**src/rtl/vga_frame_analyzer.sv**
```systemverilog
// Receive-side monitor for a TinyVGA PMOD stream: recovers pixel position from the syncs,
// checks sync timing and reports the per-frame bounding box of non-background pixels.
module vga_frame_analyzer #(
  parameter int unsigned H_TOTAL  = 800,
  parameter int unsigned H_START  = 144,
  parameter int unsigned H_ACTIVE = 640,
  parameter int unsigned V_TOTAL  = 525,
  parameter int unsigned V_START  = 35,
  parameter int unsigned V_ACTIVE = 480,
  parameter bit          SYNC_POL = 1'b0
) (
  input  logic        clk,
  input  logic        rst_n,
  input  logic [7:0]  vga_in,
  output logic        frame_done,
  output logic        locked,
  output logic        obj_valid,
  output logic [9:0]  box_x0,
  output logic [8:0]  box_y0,
  output logic [9:0]  box_x1,
  output logic [8:0]  box_y1,
  output logic [18:0] diff_count
);

  localparam int unsigned HW   = 11;
  localparam int unsigned VW   = 10;
  localparam int unsigned XW   = 10;
  localparam int unsigned YW   = 9;
  localparam int unsigned CW   = 19;
  localparam int unsigned COLW = 6;

  localparam logic [HW-1:0] H_MAX = '1;
  localparam logic [VW-1:0] V_MAX = '1;
  localparam logic [CW-1:0] C_MAX = '1;

  typedef enum logic {
    SEARCH  = 1'b0,
    CAPTURE = 1'b1
  } state_t;

  state_t state, state_nxt;

  logic [7:0]      s_vga;
  logic            prev_hs, prev_vs;
  logic [COLW-1:0] pix_col;
  logic            hs_edge, vs_edge;

  logic [HW-1:0]   hcnt;
  logic [VW-1:0]   vcnt;

  logic            h_act, v_act, pix_act, pix_origin, pix_diff;
  logic [XW-1:0]   pix_x;
  logic [YW-1:0]   pix_y;

  logic [COLW-1:0] bg;
  logic [CW-1:0]   acc_count;
  logic [XW-1:0]   acc_x0, acc_x1;
  logic [YW-1:0]   acc_y0, acc_y1;
  logic            acc_any;

  logic            line_ok, frame_ok, line_ok_nxt, frame_ok_nxt;
  logic            publish, lost;

  // Sample stage; pix_col lags one more cycle so it lines up with hcnt after an hsync edge
  always_ff @(posedge clk) begin
    if (!rst_n) begin
      s_vga   <= '0;
      prev_hs <= SYNC_POL;
      prev_vs <= SYNC_POL;
      pix_col <= '0;
    end else begin
      s_vga   <= vga_in;
      prev_hs <= s_vga[7];
      prev_vs <= s_vga[3];
      pix_col <= {s_vga[0], s_vga[4], s_vga[1], s_vga[5], s_vga[2], s_vga[6]};
    end
  end

  assign hs_edge = (s_vga[7] == SYNC_POL) && (prev_hs != SYNC_POL);
  assign vs_edge = (s_vga[3] == SYNC_POL) && (prev_vs != SYNC_POL);

  // Position counters; vsync edge overrides the line increment
  always_ff @(posedge clk) begin
    if (!rst_n) begin
      hcnt <= '0;
      vcnt <= '0;
    end else begin
      if (hs_edge)            hcnt <= '0;
      else if (hcnt != H_MAX) hcnt <= hcnt + HW'(1);

      if (vs_edge)                        vcnt <= '0;
      else if (hs_edge && vcnt != V_MAX)  vcnt <= vcnt + VW'(1);
    end
  end

  assign h_act      = (hcnt >= HW'(H_START)) && (hcnt < HW'(H_START + H_ACTIVE));
  assign v_act      = (vcnt >= VW'(V_START)) && (vcnt < VW'(V_START + V_ACTIVE));
  assign pix_x      = XW'(hcnt - HW'(H_START));
  assign pix_y      = YW'(vcnt - VW'(V_START));
  assign pix_act    = h_act && v_act;
  assign pix_origin = pix_act && (pix_x == '0) && (pix_y == '0);
  assign pix_diff   = pix_act && !pix_origin && (pix_col != bg);
  assign acc_any    = (acc_count != '0);

  // Per-frame accumulators, restarted at every vsync edge
  always_ff @(posedge clk) begin
    if (!rst_n) begin
      bg        <= '0;
      acc_count <= '0;
      acc_x0    <= '0;
      acc_x1    <= '0;
      acc_y0    <= '0;
      acc_y1    <= '0;
    end else if (vs_edge) begin
      acc_count <= '0;
      acc_x0    <= '0;
      acc_x1    <= '0;
      acc_y0    <= '0;
      acc_y1    <= '0;
    end else begin
      if (pix_origin) bg <= pix_col;
      if (pix_diff) begin
        if (acc_count != C_MAX) acc_count <= acc_count + CW'(1);
        if (!acc_any) begin
          acc_x0 <= pix_x;
          acc_x1 <= pix_x;
          acc_y0 <= pix_y;
          acc_y1 <= pix_y;
        end else begin
          if (pix_x < acc_x0) acc_x0 <= pix_x;
          if (pix_x > acc_x1) acc_x1 <= pix_x;
          if (pix_y < acc_y0) acc_y0 <= pix_y;
          if (pix_y > acc_y1) acc_y1 <= pix_y;
        end
      end
    end
  end

  // Fresh check results so a publish reflects the line/frame that just ended
  assign line_ok_nxt  = hs_edge ? ((12'(hcnt) + 12'd1) == 12'(H_TOTAL)) : line_ok;
  assign frame_ok_nxt = vs_edge ? ((11'(vcnt) + 11'd1) == 11'(V_TOTAL)) : frame_ok;

  always_ff @(posedge clk) begin
    if (!rst_n) begin
      line_ok  <= 1'b0;
      frame_ok <= 1'b0;
    end else begin
      line_ok  <= line_ok_nxt;
      frame_ok <= frame_ok_nxt;
    end
  end

  always_ff @(posedge clk) begin
    if (!rst_n) state <= SEARCH;
    else        state <= state_nxt;
  end

  // Losing hsync takes priority over a coincident vsync edge
  always_comb begin
    state_nxt = state;
    publish   = 1'b0;
    lost      = 1'b0;
    case (state)
      SEARCH: begin
        if (vs_edge) state_nxt = CAPTURE;
      end
      CAPTURE: begin
        if (hcnt == H_MAX) begin
          state_nxt = SEARCH;
          lost      = 1'b1;
        end else if (vs_edge) begin
          publish = 1'b1;
        end
      end
      default: state_nxt = SEARCH;
    endcase
  end

  always_ff @(posedge clk) begin
    if (!rst_n) begin
      frame_done <= 1'b0;
      locked     <= 1'b0;
      obj_valid  <= 1'b0;
      box_x0     <= '0;
      box_y0     <= '0;
      box_x1     <= '0;
      box_y1     <= '0;
      diff_count <= '0;
    end else begin
      frame_done <= publish;
      if (publish) begin
        locked     <= line_ok_nxt && frame_ok_nxt;
        obj_valid  <= acc_any;
        diff_count <= acc_count;
        box_x0     <= acc_any ? acc_x0 : '0;
        box_y0     <= acc_any ? acc_y0 : '0;
        box_x1     <= acc_any ? acc_x1 : '0;
        box_y1     <= acc_any ? acc_y1 : '0;
      end else if (lost) begin
        locked <= 1'b0;
      end
    end
  end

endmodule
```
**config.mk**
```make
export PLATFORM = sky130hd
export DESIGN_NAME = vga_frame_analyzer
export DESIGN_NICKNAME = d
export VERILOG_FILES = /design/src/rtl/vga_frame_analyzer.sv
export SDC_FILE = /design/constraint.sdc
export NUM_CORES = 1
export LEC_CHECK = 0
export CAP_MARGIN = 20
export CORE_MARGIN = 2
export CORE_UTILIZATION = 41
export CTS_CLUSTER_DIAMETER = 30
export DETAILED_ROUTE_END_ITERATION = 12
export PLACE_DENSITY = 0.65
export SLEW_MARGIN = 10
export SYNTH_ARGS = -nofsm -noshare
export SYNTH_HDL_FRONTEND = slang
export SYNTH_SLANG_ARGS = --single-unit
export TNS_END_PERCENT = 50
```
**constraint.sdc**
```tcl
create_clock -name clk -period 9.7 [get_ports clk]
set_input_delay 0.97 -clock clk [delete_from_list [all_inputs] [get_ports clk]]
set_output_delay 0.97 -clock clk [all_outputs]
set_load 0.01 [all_outputs]
```
==> results of run 1 <==
## final cells by class
cell class | count | area [sq um] | area share [%]
Clock inverter | 11 | 176 | 1.88
Tap cell | 260 | 325 | 3.48
Inverter | 58 | 218 | 2.33
Multi-Input combinational cell | 670 | 4140 | 44.3
Timing Repair Buffer | 77 | 778 | 8.31
Sequential cell | 163 | 3260 | 34.9
Clock buffer | 20 | 457 | 4.88
## metrics by stage
| stage | setup WS, ns | hold WS (ns) | area (sq um) | total power [uW] |
|---|---|---|---|---|
| after detailed placement | 5.62 | 0.419 | 8690 | 731 |
| final | 5.94 | 0.432 | 9360 | 1440 |
| after CTS | 5.59 | 0.434 | 9330 | 1450 |
| after global placement | 5.76 | 0.415 | 8680 | 730 |
| after floorplan | 6.48 | 0.412 | 7930 | 717 |
| after global routing | 5.53 | 0.450 | 9360 | 1480 |
## flip-flops by register name, indices dropped and copies added (netlist names), 6 cells and up
name,count
vcnt,10
s_vga,8
hcnt,11
acc_x1,10
acc_y1,9
box_y1,9
box_y0,9
box_x1,10
acc_x0,10
acc_count,19
box_x0,10
pix_col,6
acc_y0,9
diff_count,19
bg,6
## power groups by stage
stage / Combinational (uW) / Clock, uW / Sequential [uW]
floorplan: 25.8 / 0 / 692
global route: 41.8 / 761 / 680
finish: 36.8 / 724 / 679
global placement: 36.1 / 0 / 694
CTS: 37.2 / 734 / 679
detailed placement: 36.9 / 0 / 694
## layer usage
| layer | vias to the layer above | share of wire [%] | GRT usage [%] |
|---|---|---|---|
| met5 | - | 0 | 0 |
| li1 | 3352 | - | - |
| met3 | 22 | 3.6 | 3.55 |
| met1 | 3082 | 50 | 25.2 |
| met4 | 0 | 1.7 | 6.62 |
| met2 | 116 | 45 | 29.6 |
## worst max-delay path by stage
| stage | slack, ns | depth (start not counted) | endpoint | from |
|---|---|---|---|---|
| 2_1_floorplan | 6.48 | 13 | acc_x0[3]$_SDFFE_PP0P_ | hcnt[4]$_SDFFE_PP0P_ |
| 3_3_place_gp | 5.76 | 11 | acc_x0[1]$_SDFFE_PP0P_ | hcnt[4]$_SDFFE_PP0P_ |
| 3_5_place_dp | 5.62 | 11 | acc_x0[9]$_SDFFE_PP0P_ | hcnt[4]$_SDFFE_PP0P_ |
| 4_1_cts | 5.59 | 11 | acc_x0[9]$_SDFFE_PP0P_ | hcnt[4]$_SDFFE_PP0P_ |
| 5_1_grt | 5.53 | 12 | acc_x0[9]$_SDFFE_PP0P_ | hcnt[4]$_SDFFE_PP0P_ |
| 6_report | 5.94 | 9 | acc_y1[0]$_SDFFE_PP0P_ | vcnt[0]$_SDFFE_PP0P_ |
## Yosys cell counts (12+ instances only)
| cell type | instances |
|---|---|
| ha_1 | 39 |
| inv_1 | 58 |
| or4_1 | 14 |
| clkbuf_1 | 38 |
| xor2_1 | 14 |
| o21ai_0 | 17 |
| mux2i_1 | 34 |
| nor3_1 | 12 |
| dfxtp_1 | 163 |
| xnor2_1 | 23 |
| nor2_1 | 67 |
| a21oi_1 | 99 |
| nand3_1 | 56 |
| nand2_1 | 138 |
| nand4_1 | 19 |
| and2_1 | 20 |
## logic make-up after synthesis
logic type | synth area share, %
AO/OA/AOI/OAI | 14.1
XOR/XNOR | 4.37
adder cells (fa/ha/maj) | 6.53
buffers and inverters | 6.75
flip-flops | 41.1
multiplexers | 4.29
AND/OR/NAND/NOR | 22.9
==> impl_results.md, run 1 <==
- CP max-delay cell: nor2_1
- Antenna cell count: 0
- Yosys cell types: 65
- Final Hold Viols: 0
- CP Capture Type: register
- Area delta synth->final: 18.0%
- Clock share of power: 50.3%
- DRC: 0
- Max_slew headroom: 34.7%
- Psw: 309 uW
- CTS Buf Count: 17
- Setup CP Type: reg2reg
- EDFF count, synth: 0
- Biggest area consumer among synthesized cells: dfxtp_1
- GRT Util Overall: 18.6%
- CP Cell Sequence: ha_1 -> nor3_1 -> xnor2_1 -> inv_1 -> nor4_1 -> and4_4 -> nor2_1 -> o311a_1 -> mux2i_1
- Cells after DPL: 1,226
- Hold_buf cts: 0
- Max IR drop VDD: 0.129 mV
- Top delay family on crit path: simple AND/OR/NAND/NOR gates
- Post-synthesis cell count: 954
- Core footprint: 18,800 sq um
- PortBufs: 69
- Status: finished clean
- Critical path arrival: 4.12 ns
- Worst reg-to-reg path cell count: 9
- Max cap viols: 0
- Non-filler cells, final: 1,259
- Yosys reg bits: 163
- IO Pins: 70
- CTS root buffer: clkbuf_16
- Sw Share: 21.4%
- Final setup fails: 0
- LEAKAGE: 0.00323 uW
- Routability congestion estimate: 0.849
- Maximum clock frequency: 0.266 GHz
- Logic pwr share: 2.6%
- Most common cell after layout, fill and taps aside: dfxtp_1
- Final worst-path cycle share: 38.8%
- Actual slew at the worst max-slew pin: 0.976 ns
- Total clock sinks: 163
- Reg-to-Reg Start: vcnt[0]$_SDFFE_PP0P_
- Filler instances: 1,824
- Crit Reg-Reg Endpoint: acc_y1[0]$_SDFFE_PP0P_
- # Post-CTS Setup Buffers: 0
- Post-CTS sizing: 0
- Worst setup SP type: register
- Layout net count: 1,036
- Synth Warn #: 0
- Clock transition at the registers of the reported paths: 0.06 ns
- Initial antenna violation count: 0
- Fin crit period: 3.76 ns
- Worst-Skew Late Latency: 0.44 ns
- ANT nets after route: 0
- Min-delay src: s_vga[6]$_SDFF_PN0_
- Commonest non-fill, non-tap cells in the layout: dfxtp_1, nand2_1, a21oi_1
- Hold crit path type: reg2reg
- DP HPWL: 12,600 um
- Clock Skew: 0.00673 ns
- RSZ-0062 raised after global routing: no
- Initial DRC Count: 480
- Top FF cell, synth: dfxtp_1
- Asr flop ratio synth: 0%
- Power Internal: 1130 uW
- GRT overflow: 0
- Worst hold path cell count: 1
- Reg2reg setup slack: 5.94 ns
- DR WL/cell: 14.3 um
- Setup TNS: 0 ns
- Final core utilization: 49.7%
- Top cells by area, synth: dfxtp_1, nand2_1, a21oi_1
- Floorplan row count: 50
- CTS Buffer Depth: 2
- Required time of the critical path: 10.06 ns
- Chip Height: 143 um
- Sequential fraction of the synthesis area: 41.1%
- Die area: 20,500 sq um
- Pwr per Cell Area: 154 nW/um^2
- CTS H-tree lvls: 4
- DRT Pass-1 Iters: 6
- Initial Util: 42.1%
- CTS tree: done
- Synth Cell Area: 7930 sq um
- Top-area cell type share of the netlist area: 41.1%
- Share of power burned in registers: 47.2%
- Largest net degree at the start of global routing: 68
- Via count: 6,572
- Layout cells sized above 1: 5.51%
- Max Transition Viols Final: 0
- Vias in the first global route: 6,168
- Hold Path Sink: pix_col[0]$_SDFF_PN0_
- Syn Nets: 1,003
- Die Span X: 143 um
- Global-route wire length before repair: 30,500 um
- Vias per inst: 5.22
- Wirelength, routed: 18,000 um
- Buf/Inv on CP: 1
- Delay of the slowest critical-path stage: 0.75 ns
- Crit Path Max Fanout: 15
- Syn_area_per_cell: 8.32 sq um
Note: power is estimated with default switching activity, not from simulation.
==> inputs of run 2 (changes only) <==
--- a/config.mk
+++ b/config.mk
@@ -10,7 +10,7 @@
 export CORE_UTILIZATION = 41
 export CTS_CLUSTER_DIAMETER = 30
 export DETAILED_ROUTE_END_ITERATION = 12
-export PLACE_DENSITY = 0.65
+export PLACE_DENSITY = 0.67
 export SLEW_MARGIN = 10
 export SYNTH_ARGS = -nofsm -noshare
 export SYNTH_HDL_FRONTEND = slang
==> constraint.sdc (replaced) <==
create_clock -name clk -period 3.1 [get_ports clk]
set_input_delay 0.31 -clock clk [delete_from_list [all_inputs] [get_ports clk]]
set_output_delay 0.31 -clock clk [all_outputs]
set_load 0.01 [all_outputs]
==> run 2 against run 1 <==
Net effect:
- critical path depth did not move
- combinational power rose to 3.6 times the previous value
- register-to-register slack got worse by 5.8 ns
- critical endpoint is now acc_y1[6]$_SDFFE_PP0P_
- largest power group is now sequential cells
==> impl_results.md, run 2 (synthesis results as in run 1) <==
- Actual slew at the worst max-slew pin: 0.765 ns
- Hold Path Sink: pix_col[1]$_SDFF_PN0_
- Hold_buf cts: 0
- Min-delay src: s_vga[2]$_SDFF_PN0_
- Setup CP Type: reg2reg
- Filler instances: 1,761
- Sw Share: 23.0%
- Fin crit period: 2.94 ns
- Worst setup SP type: register
- Top Registers: acc_count x19, diff_count x19, hcnt x11
- Setup TNS: 0 ns
- Worst reg-to-reg path cell count: 9
- Initial DRC Count: 420
- GRT Util Overall: 19.0%
- CP Cell Sequence: ha_1 -> buf_4 -> o41ai_4 -> mux2i_1 -> nor3_1 -> a211o_1 -> or4_1 -> o311a_1 -> mux2i_1
- Power Internal: 3320 uW
- ANT nets after route: 0
- Max_slew headroom: 48.8%
- CTS H-tree lvls: 4
- Max IR drop VDD: 0.392 mV
- IO Pins: 70
- Most common cell after layout, fill and taps aside: dfxtp_1
- CTS tree: done
- Final worst-path cycle share: 95.0%
- Clock transition at the registers of the reported paths: 0.07 ns
- Worst-Skew Late Latency: 0.42 ns
- CTS root buffer: clkbuf_16
- CTS Buf Count: 17
- Worst hold path cell count: 1
- Fin area: 9570 sq um
- Delay of the slowest critical-path stage: 0.52 ns
- CP max-delay cell: or4_1
- LEAKAGE: 0.00339 uW
- Pwr per Cell Area: 450 nW/um^2
- Area delta synth->final: 20.6%
- Die Span X: 143 um
- Max cap viols: 0
- Layout cells sized above 1: 9.18%
- Core footprint: 18,800 sq um
- Reg-to-Reg Start: vcnt[0]$_SDFFE_PP0P_
- DRT Pass-1 Iters: 5
- Clock share of power: 47.8%
- Vias per inst: 5.19
- Required time of the critical path: 3.38 ns
- Max Transition Viols Final: 0
- PortBufs: 69
- Total clock sinks: 163
- CP Capture Type: register
- Global-route wire length before repair: 31,200 um
- GRT overflow: 0
- DR WL/cell: 14.4 um
- Placed cell area: 8980 sq um
- Layout net count: 1,071
- Chip Height: 143 um
- Floorplan row count: 50
- Final setup fails: 0
- Crit Path Max Fanout: 9
- Status: finished clean
- Die area: 20,500 sq um
- Largest net degree at the start of global routing: 36
- Initial antenna violation count: 0
- Logic pwr share: 3.1%
- Vias in the first global route: 6,249
- Critical path arrival: 3.22 ns
- DP HPWL: 13,300 um
- Hold crit path type: reg2reg
- Crit Reg-Reg Endpoint: acc_y1[6]$_SDFFE_PP0P_
- Maximum clock frequency: 0.340 GHz
- Commonest non-fill, non-tap cells in the layout: dfxtp_1, nand2_1, a21oi_1
- Clock Skew: 0.00844 ns
- Antenna cell count: 0
- Final Hold Viols: 0
- Via count: 6,716
- Wirelength, routed: 18,600 um
- Share of power burned in registers: 49.1%
- RSZ-0062 raised after global routing: no
- Initial Util: 42.1%
- CTS Buffer Depth: 2
- Most frequent cell on the critical path: mux2i_1
- DRC: 0
- Reg2reg setup slack: 0.16 ns
- Routability congestion estimate: 0.863
- Psw: 992 uW
-- run 2: final cells by class --
cell class / instances / area (sq um) / share of cell area (%)
Clock buffer: 19 / 453 / 4.73
Inverter: 58 / 218 / 2.28
Multi-Input combinational cell: 670 / 4160 / 43.5
Tap cell: 260 / 325 / 3.40
Sequential cell: 163 / 3270 / 34.1
Timing Repair Buffer: 112 / 1030 / 10.7
Clock inverter: 13 / 123 / 1.28
-- run 2: timing repair --
action                     in CTS  in global routing
setup endpoints to repair       0                 23
buffers inserted                0                  1
resized for setup               0                  3
-- run 2: routing by layer --
metal | GRT usage, % | vias up | wire (um)
li1 | - | 3421 | -
met1 | 26.1 | 3162 | 9220
met2 | 30.4 | 113 | 8520
met3 | 3.02 | 20 | 559
met4 | 6.25 | 0 | 346
met5 | 0 | - | 0
-- run 2: stage by stage --
| stage | utilization [%] | hold slack (ns) | cells | power (uW) | setup WS [ns] |
|---|---|---|---|---|---|
| floorplan | - | 0.412 | 954 | 2240 | 0.0376 |
| global placement | 47.7 | 0.414 | 1262 | 2300 | 0.208 |
| detailed placement | 47.7 | 0.421 | 1262 | 2300 | 0.129 |
| CTS | 50.8 | 0.434 | 1294 | 4350 | 0.110 |
| global route | 50.8 | 0.442 | 1295 | 4450 | 0.0140 |
| finish | 50.8 | 0.430 | 1295 | 4310 | 0.155 |
-- run 2: worst max-delay path by stage --
stage / from / to / slack (ns) / cells after the start
2_1_floorplan: hcnt[4]$_SDFFE_PP0P_ / acc_x0[8]$_SDFFE_PP0P_ / 0.04 / 13
3_3_place_gp: hcnt[4]$_SDFFE_PP0P_ / acc_x1[4]$_SDFFE_PP0P_ / 0.21 / 12
3_5_place_dp: hcnt[4]$_SDFFE_PP0P_ / acc_x0[0]$_SDFFE_PP0P_ / 0.13 / 11
4_1_cts: hcnt[4]$_SDFFE_PP0P_ / acc_x0[7]$_SDFFE_PP0P_ / 0.11 / 11
5_1_grt: vcnt[3]$_SDFFE_PP0P_ / acc_y0[3]$_SDFFE_PP0P_ / 0.01 / 8
6_report: vcnt[0]$_SDFFE_PP0P_ / acc_y1[6]$_SDFFE_PP0P_ / 0.16 / 9
-- run 2: power by group through the flow --
stage / Combinational (uW) / Sequential (uW) / Clock, uW
2_1_floorplan: 80.9 / 2160 / 0
3_3_place_gp: 134 / 2160 / 0
3_5_place_dp: 135 / 2160 / 0
4_1_cts: 135 / 2110 / 2100
5_1_grt: 150 / 2110 / 2190
6_report: 134 / 2110 / 2060
-- run 2: worst max-delay path, delay by kind of cell (launching register included) --
family | cells | cell delay [ns]
mux | 2 | 0.46
fa+ha+maj | 1 | 0.23
simple gates | 2 | 0.58
flops | 1 | 0.31
compound gates | 3 | 1.05
buf+inv | 1 | 0.16
==> inputs of run 3 (changes only) <==
--- a/config.mk
+++ b/config.mk
@@ -8,9 +8,9 @@
 export CAP_MARGIN = 20
 export CORE_MARGIN = 2
 export CORE_UTILIZATION = 41
-export CTS_CLUSTER_DIAMETER = 30
 export DETAILED_ROUTE_END_ITERATION = 12
 export PLACE_DENSITY = 0.67
+export SETUP_SLACK_MARGIN = 0.4
 export SLEW_MARGIN = 10
 export SYNTH_ARGS = -nofsm -noshare
 export SYNTH_HDL_FRONTEND = slang
==> run 3 against run 2 <==
Net effect:
- worst setup slack better by 0.13 ns
- global-route usage up 0.18 points
- final area up 6.1%
- clock power down 2%
- total power shrank 0.87%
- flip-flop and latch count unchanged
- clock-buffer cell count is the same
- first-iteration DRC count up 1.2%
==> impl_results.md, run 3 (synthesis results as in run 1) <==
- Pwr per Cell Area: 420 nW/um^2
- Max_slew headroom: 46.4%
- Floorplan row count: 50
- Most common cell after layout, fill and taps aside: dfxtp_1
- Layout net count: 1,087
- Chip Height: 143 um
- Top Registers: acc_count x19, diff_count x19, hcnt x11
- Critical path arrival: 3.12 ns
- Final setup fails: 0
- Wirelength, routed: 19,500 um
- Global-route wire length before repair: 31,400 um
- Worst setup SP type: register
- Min-delay src: s_vga[2]$_SDFF_PN0_
- Worst-Skew Late Latency: 0.43 ns
- Hold crit path type: reg2reg
- Total clock sinks: 163
- CTS tree: done
- Antenna cell count: 0
- Initial Util: 42.1%
- Fin crit period: 2.82 ns
- Worst hold path cell count: 1
- Initial DRC Count: 425
- Reg2reg setup slack: 0.28 ns
- IO Pins: 70
- Initial antenna violation count: 0
- Die Span X: 143 um
- CTS H-tree lvls: 4
- Area delta synth->final: 28.0%
- Commonest non-fill, non-tap cells in the layout: dfxtp_1, nand2_1, a21oi_1
- CP Cell Sequence: inv_6 -> ha_4 -> inv_1 -> ha_4 -> a2111oi_4 -> o21ai_2 -> a311o_1 -> a211oi_4 -> buf_12 -> buf_8 -> mux2i_1 -> nor2_1
- Max IR drop VDD: 0.451 mV
- Layout cells sized above 1: 15.9%
- DP HPWL: 12,700 um
- RSZ-0062 raised after global routing: yes
- Top delay family on crit path: compound AO/OA/AOI/OAI gates
- Clock Skew: 0.0120 ns
- CTS Buf Count: 17
- Buf/Inv on CP: 4
- Vias per inst: 5.28
- Final Hold Viols: 0
- PortBufs: 69
- DRC: 0
- Core footprint: 18,800 sq um
- CTS root buffer: clkbuf_16
- Delay of the slowest critical-path stage: 0.41 ns
- DR WL/cell: 14.9 um
- Crit Reg-Reg Endpoint: acc_x0[1]$_SDFFE_PP0P_
- DRT Pass-1 Iters: 5
- Max cap viols: 0
- Worst reg-to-reg path cell count: 12
- Clock transition at the registers of the reported paths: 0.07 ns
- Most frequent cell on the critical path: ha_4
- Setup CP Type: reg2reg
- CP Capture Type: register
- Status: finished clean
- Routability congestion estimate: 0.880
- Hold Path Sink: pix_col[1]$_SDFF_PN0_
- GRT Util Overall: 19.2%
- Required time of the critical path: 3.40 ns
- Die area: 20,500 sq um
- Setup TNS: 0 ns
- Hold_buf cts: 0
- Final worst-path cycle share: 90.9%
- Via count: 6,916
- CTS Buffer Depth: 2
- Actual slew at the worst max-slew pin: 0.800 ns
- Largest net degree at the start of global routing: 67
- Worst Setup SP: hcnt[4]$_SDFFE_PP0P_
- Reg-to-Reg Start: hcnt[4]$_SDFFE_PP0P_
- ANT nets after route: 0
- CP max-delay cell: dfxtp_4
- Maximum clock frequency: 0.355 GHz
- LEAKAGE: 0.00357 uW
- Vias in the first global route: 6,520
- Crit Path Max Fanout: 6
- Final core utilization: 53.9%
- Max Transition Viols Final: 0
- GRT overflow: 0
- Min Hold Slack: 0.432 ns
[run 3: cell types whose count changed in the layout (fill, tap and decap cells not counted), moves of 4 or more]
| cell | delta |
|---|---|
| a211oi_1 | -4 |
| dfxtp_4 | +4 |
| buf_6 | +8 |
| a21oi_2 | +7 |
| ha_1 | -9 |
| inv_1 | -4 |
| a211oi_2 | +4 |
| o21ai_0 | -6 |
| a21oi_1 | -7 |
| xnor2_1 | -5 |
| dfxtp_1 | -6 |
| ha_4 | +9 |
| o21ai_2 | +4 |
[run 3: layer usage]
metal	vias up	part of all wire [%]	GRT usage, %	wire, um
li1	3471	-	-	-
met1	3232	46	25.2	9080
met2	171	46	29.9	9020
met3	42	4.5	3.99	882
met4	0	2.8	9.17	550
met5	-	0	0	0
[run 3: metrics by stage]
| step | std cells | cell area, sq um | setup slack (ns) | total power [uW] |
|---|---|---|---|---|
| after global placement | 1248 | 8930 | 0.165 | 2290 |
| final | 1311 | 10200 | 0.282 | 4270 |
| after global routing | 1311 | 10200 | 0.195 | 4410 |
| after CTS | 1290 | 9670 | 0.327 | 4310 |
| after floorplan | 954 | 8020 | 0.381 | 2240 |
| after detailed placement | 1248 | 8930 | 0.132 | 2290 |
[run 3: how the worst max path moves through the flow]
| stage | endpoint | slack (ns) | depth (start not counted) |
|---|---|---|---|
| 5_1_grt | acc_x0[3]$_SDFFE_PP0P_ | 0.20 | 12 |
| 2_1_floorplan | acc_x1[9]$_SDFFE_PP0P_ | 0.38 | 13 |
| 4_1_cts | acc_x0[6]$_SDFFE_PP0P_ | 0.33 | 11 |
| 3_5_place_dp | acc_y0[5]$_SDFFE_PP0P_ | 0.13 | 11 |
| 3_3_place_gp | acc_y0[5]$_SDFFE_PP0P_ | 0.17 | 9 |
| 6_report | acc_x0[1]$_SDFFE_PP0P_ | 0.28 | 12 |
[run 3: layout make-up]
cell class | instances | area (sq um)
Sequential cell | 163 | 3280
Fill cell | 1737 | 8670
Timing Repair Buffer | 126 | 1220
Clock inverter | 13 | 125
Multi-Input combinational cell | 672 | 4550
Inverter | 58 | 223
Tap cell | 260 | 325
Clock buffer | 19 | 433
[run 3: power breakdown]
part           switching [uW]  total (uW)  internal [uW]
logic                    86.5         136           49.8
registers                6.98        2110           2110
clock network             904        2020           1120
[run 3: repair_timing]
action | in CTS | in global routing
endpoints found under the setup margin | 62 | 61
hold endpoints to repair | 0 | 0
buffers inserted | 8 | 19
pin swaps | 10 | 33
gates cloned | 2 | 1
resized for setup | 24 | 68
==> RTL edit, RTL diff (settings of run 2) <==
The output `frame_done` loses its register stage (`frame_done` becomes a continuous assignment).
--- a/src/rtl/vga_frame_analyzer.sv
+++ b/src/rtl/vga_frame_analyzer.sv
@@ -178,7 +178,6 @@
 
   always_ff @(posedge clk) begin
     if (!rst_n) begin
-      frame_done <= 1'b0;
       locked     <= 1'b0;
       obj_valid  <= 1'b0;
       box_x0     <= '0;
@@ -187,7 +186,6 @@
       box_y1     <= '0;
       diff_count <= '0;
     end else begin
-      frame_done <= publish;
       if (publish) begin
         locked     <= line_ok_nxt && frame_ok_nxt;
         obj_valid  <= acc_any;
@@ -202,4 +200,6 @@
     end
   end
 
+  assign frame_done = publish;
+
 endmodule
Function: changed (a bounded check fails within 10 cycles, from zero or initial values and one cycle with rst_n low).
==> RTL edit against run 2 <==
Final area is 2.1% higher. Power rose by 6.7%. Global-route usage up 0.27 points. Wire length rose by 2.9%. Maximum frequency down 0.48%. Area after synthesis increased by 0.49%. Sequential cell count shrank 1. Worst setup slack worse by 0.014 ns. Critical path type unchanged. Highest routed layer unchanged.
==> RTL edit: results (changes against run 2) <==
[logic_synthesis]
ys.warnings.count=0  ; unchanged
seq_area_frac_synth_pct=40.7  ; -0.45 points
synthXorXnorAreaFrac_pct=4.43  ; +0.057 points
ys_types=71  ; +9.2%
synth-compound-area-share_pct=16.5  ; +2.4 points
synthesis.instances=946  ; -0.84%
synth-adder-area-share_pct=6.12  ; -0.41 points
synth_area_leaders=dfxtp_1, nand2_1, ha_1
netlist_top_cells_count=dfxtp_1, nand2_1, a21oi_1
syn_nets=995  ; -0.80%
synth.area.mux_share_pct=3.64  ; -0.65 points

[sta]
layout_min_cycle_time_ns=2.96  ; +0.0141 ns
skew_ns=0.0108  ; +0.00232 ns
maxSlewHeadroom_pct=48.1  ; -0.67 points
holdWs_ns=0.434  ; +0.00319 ns

[layout]
inv_count=50  ; -14%
clock_area_share_pct=6.75  ; +0.73 points
regArea_sq_mm=0.00324  ; -0.65%
fin_nets=1062  ; -0.84%
syn_to_final_growth_pct=22.6
multi_input_area_share_pct=43.8  ; +0.37 points
drive_above_1_share_pct=9.75  ; +0.57 points
multi_input_gates=668  ; -0.30%
nClkBuffers=20  ; +1
bufAreaShareNonClock_pct=10.9  ; +0.19 points
fill_cells=1841  ; +4.5%
n_all_buffers=114  ; +1.8%

[status]
status=complete, no violations

[place]
dp_hpwl_um=13200  ; -0.63%
port_buffers=69  ; unchanged
dp_cells=1258  ; -0.32%
place_area_sq_mm=0.00905  ; +0.79%
pre_cts_ws_ns=0.0486  ; -0.0803 ns

[worst_hold_path]
worstHoldEndpoint=pix_col[2]
hp-start=s_vga[5]
hold_path_class=flop to flop

[grt]
grt_first_pass_wirelength_um=31600  ; +1.4%
grt_max_degree=70  ; +94%
grt_pass1_vias=6347  ; +1.6%
grt.total_usage_pct=19.3  ; +0.27 points

[worst_setup_path]
critPathMaxStageDelay_ns=0.43  ; -0.09 ns
path_delay_family=simple AND/OR/NAND/NOR gates
r2r_end=acc_y1[7]
reg2reg_depth=11  ; +2
crit_path_top_delay_cell=a2111o_1
cp-endpoint=acc_y1[7]
cp.arrival_ns=3.32  ; +0.10 ns

[cts]
clkSinkCount=162  ; -0.61%
clock_latency_ns=0.43

[drt]
wl_met1_um=9100  ; -1.2%
first_iter_violations=376  ; -10%
vias=6832  ; +1.7%
wl_per_cell_um=14.9  ; +3.2%
wl_met2_um=9040  ; +6.1%
viasPerCell=5.29  ; +2.0%
met3WireLength_um=697  ; +25%

[power_and_ir_drop]
p_leak_nw=3.56  ; +5.1%
ir_drop_v=0.000364  ; -7.2%

[floorplan]
row_count=51  ; +2.0%

RTL edit: changes by cell type after synthesis, sizes merged, moves of 4 or more:
cell | before | now
buf | 24 | 20
xor2 | 14 | 19
o31ai | 9 | 15
a311oi | 4 | 0
xnor2 | 23 | 17
inv | 58 | 48
a211oi | 9 | 22
o21ai | 25 | 16
nand2 | 138 | 133
mux2i | 34 | 29
nor3 | 12 | 7
clkbuf | 39 | 46
RTL edit: timing repair:
action,in CTS,in global routing
setup buffers,0,1
gates resized for setup,0,10
hold buffers,0,0
endpoints found under the setup margin,0,36
RTL edit: power by group:
group | leakage [nW] | switching (mW) | internal (mW) | total, mW
registers | 1.31 | 0.0102 | 2.10 | 2.11
logic | 1.92 | 0.0831 | 0.0478 | 0.131
clock network | 0.326 | 0.880 | 1.48 | 2.36
total | 3.56 | 0.974 | 3.62 | 4.60
RTL edit: metal layers:
layer  global-route usage, %  vias to the layer above
met3                    3.97                       29
met4                    5.83                        0
met5                       0                        -
met2                    31.6                      127
li1                        -                     3448
met1                    25.5                     3228
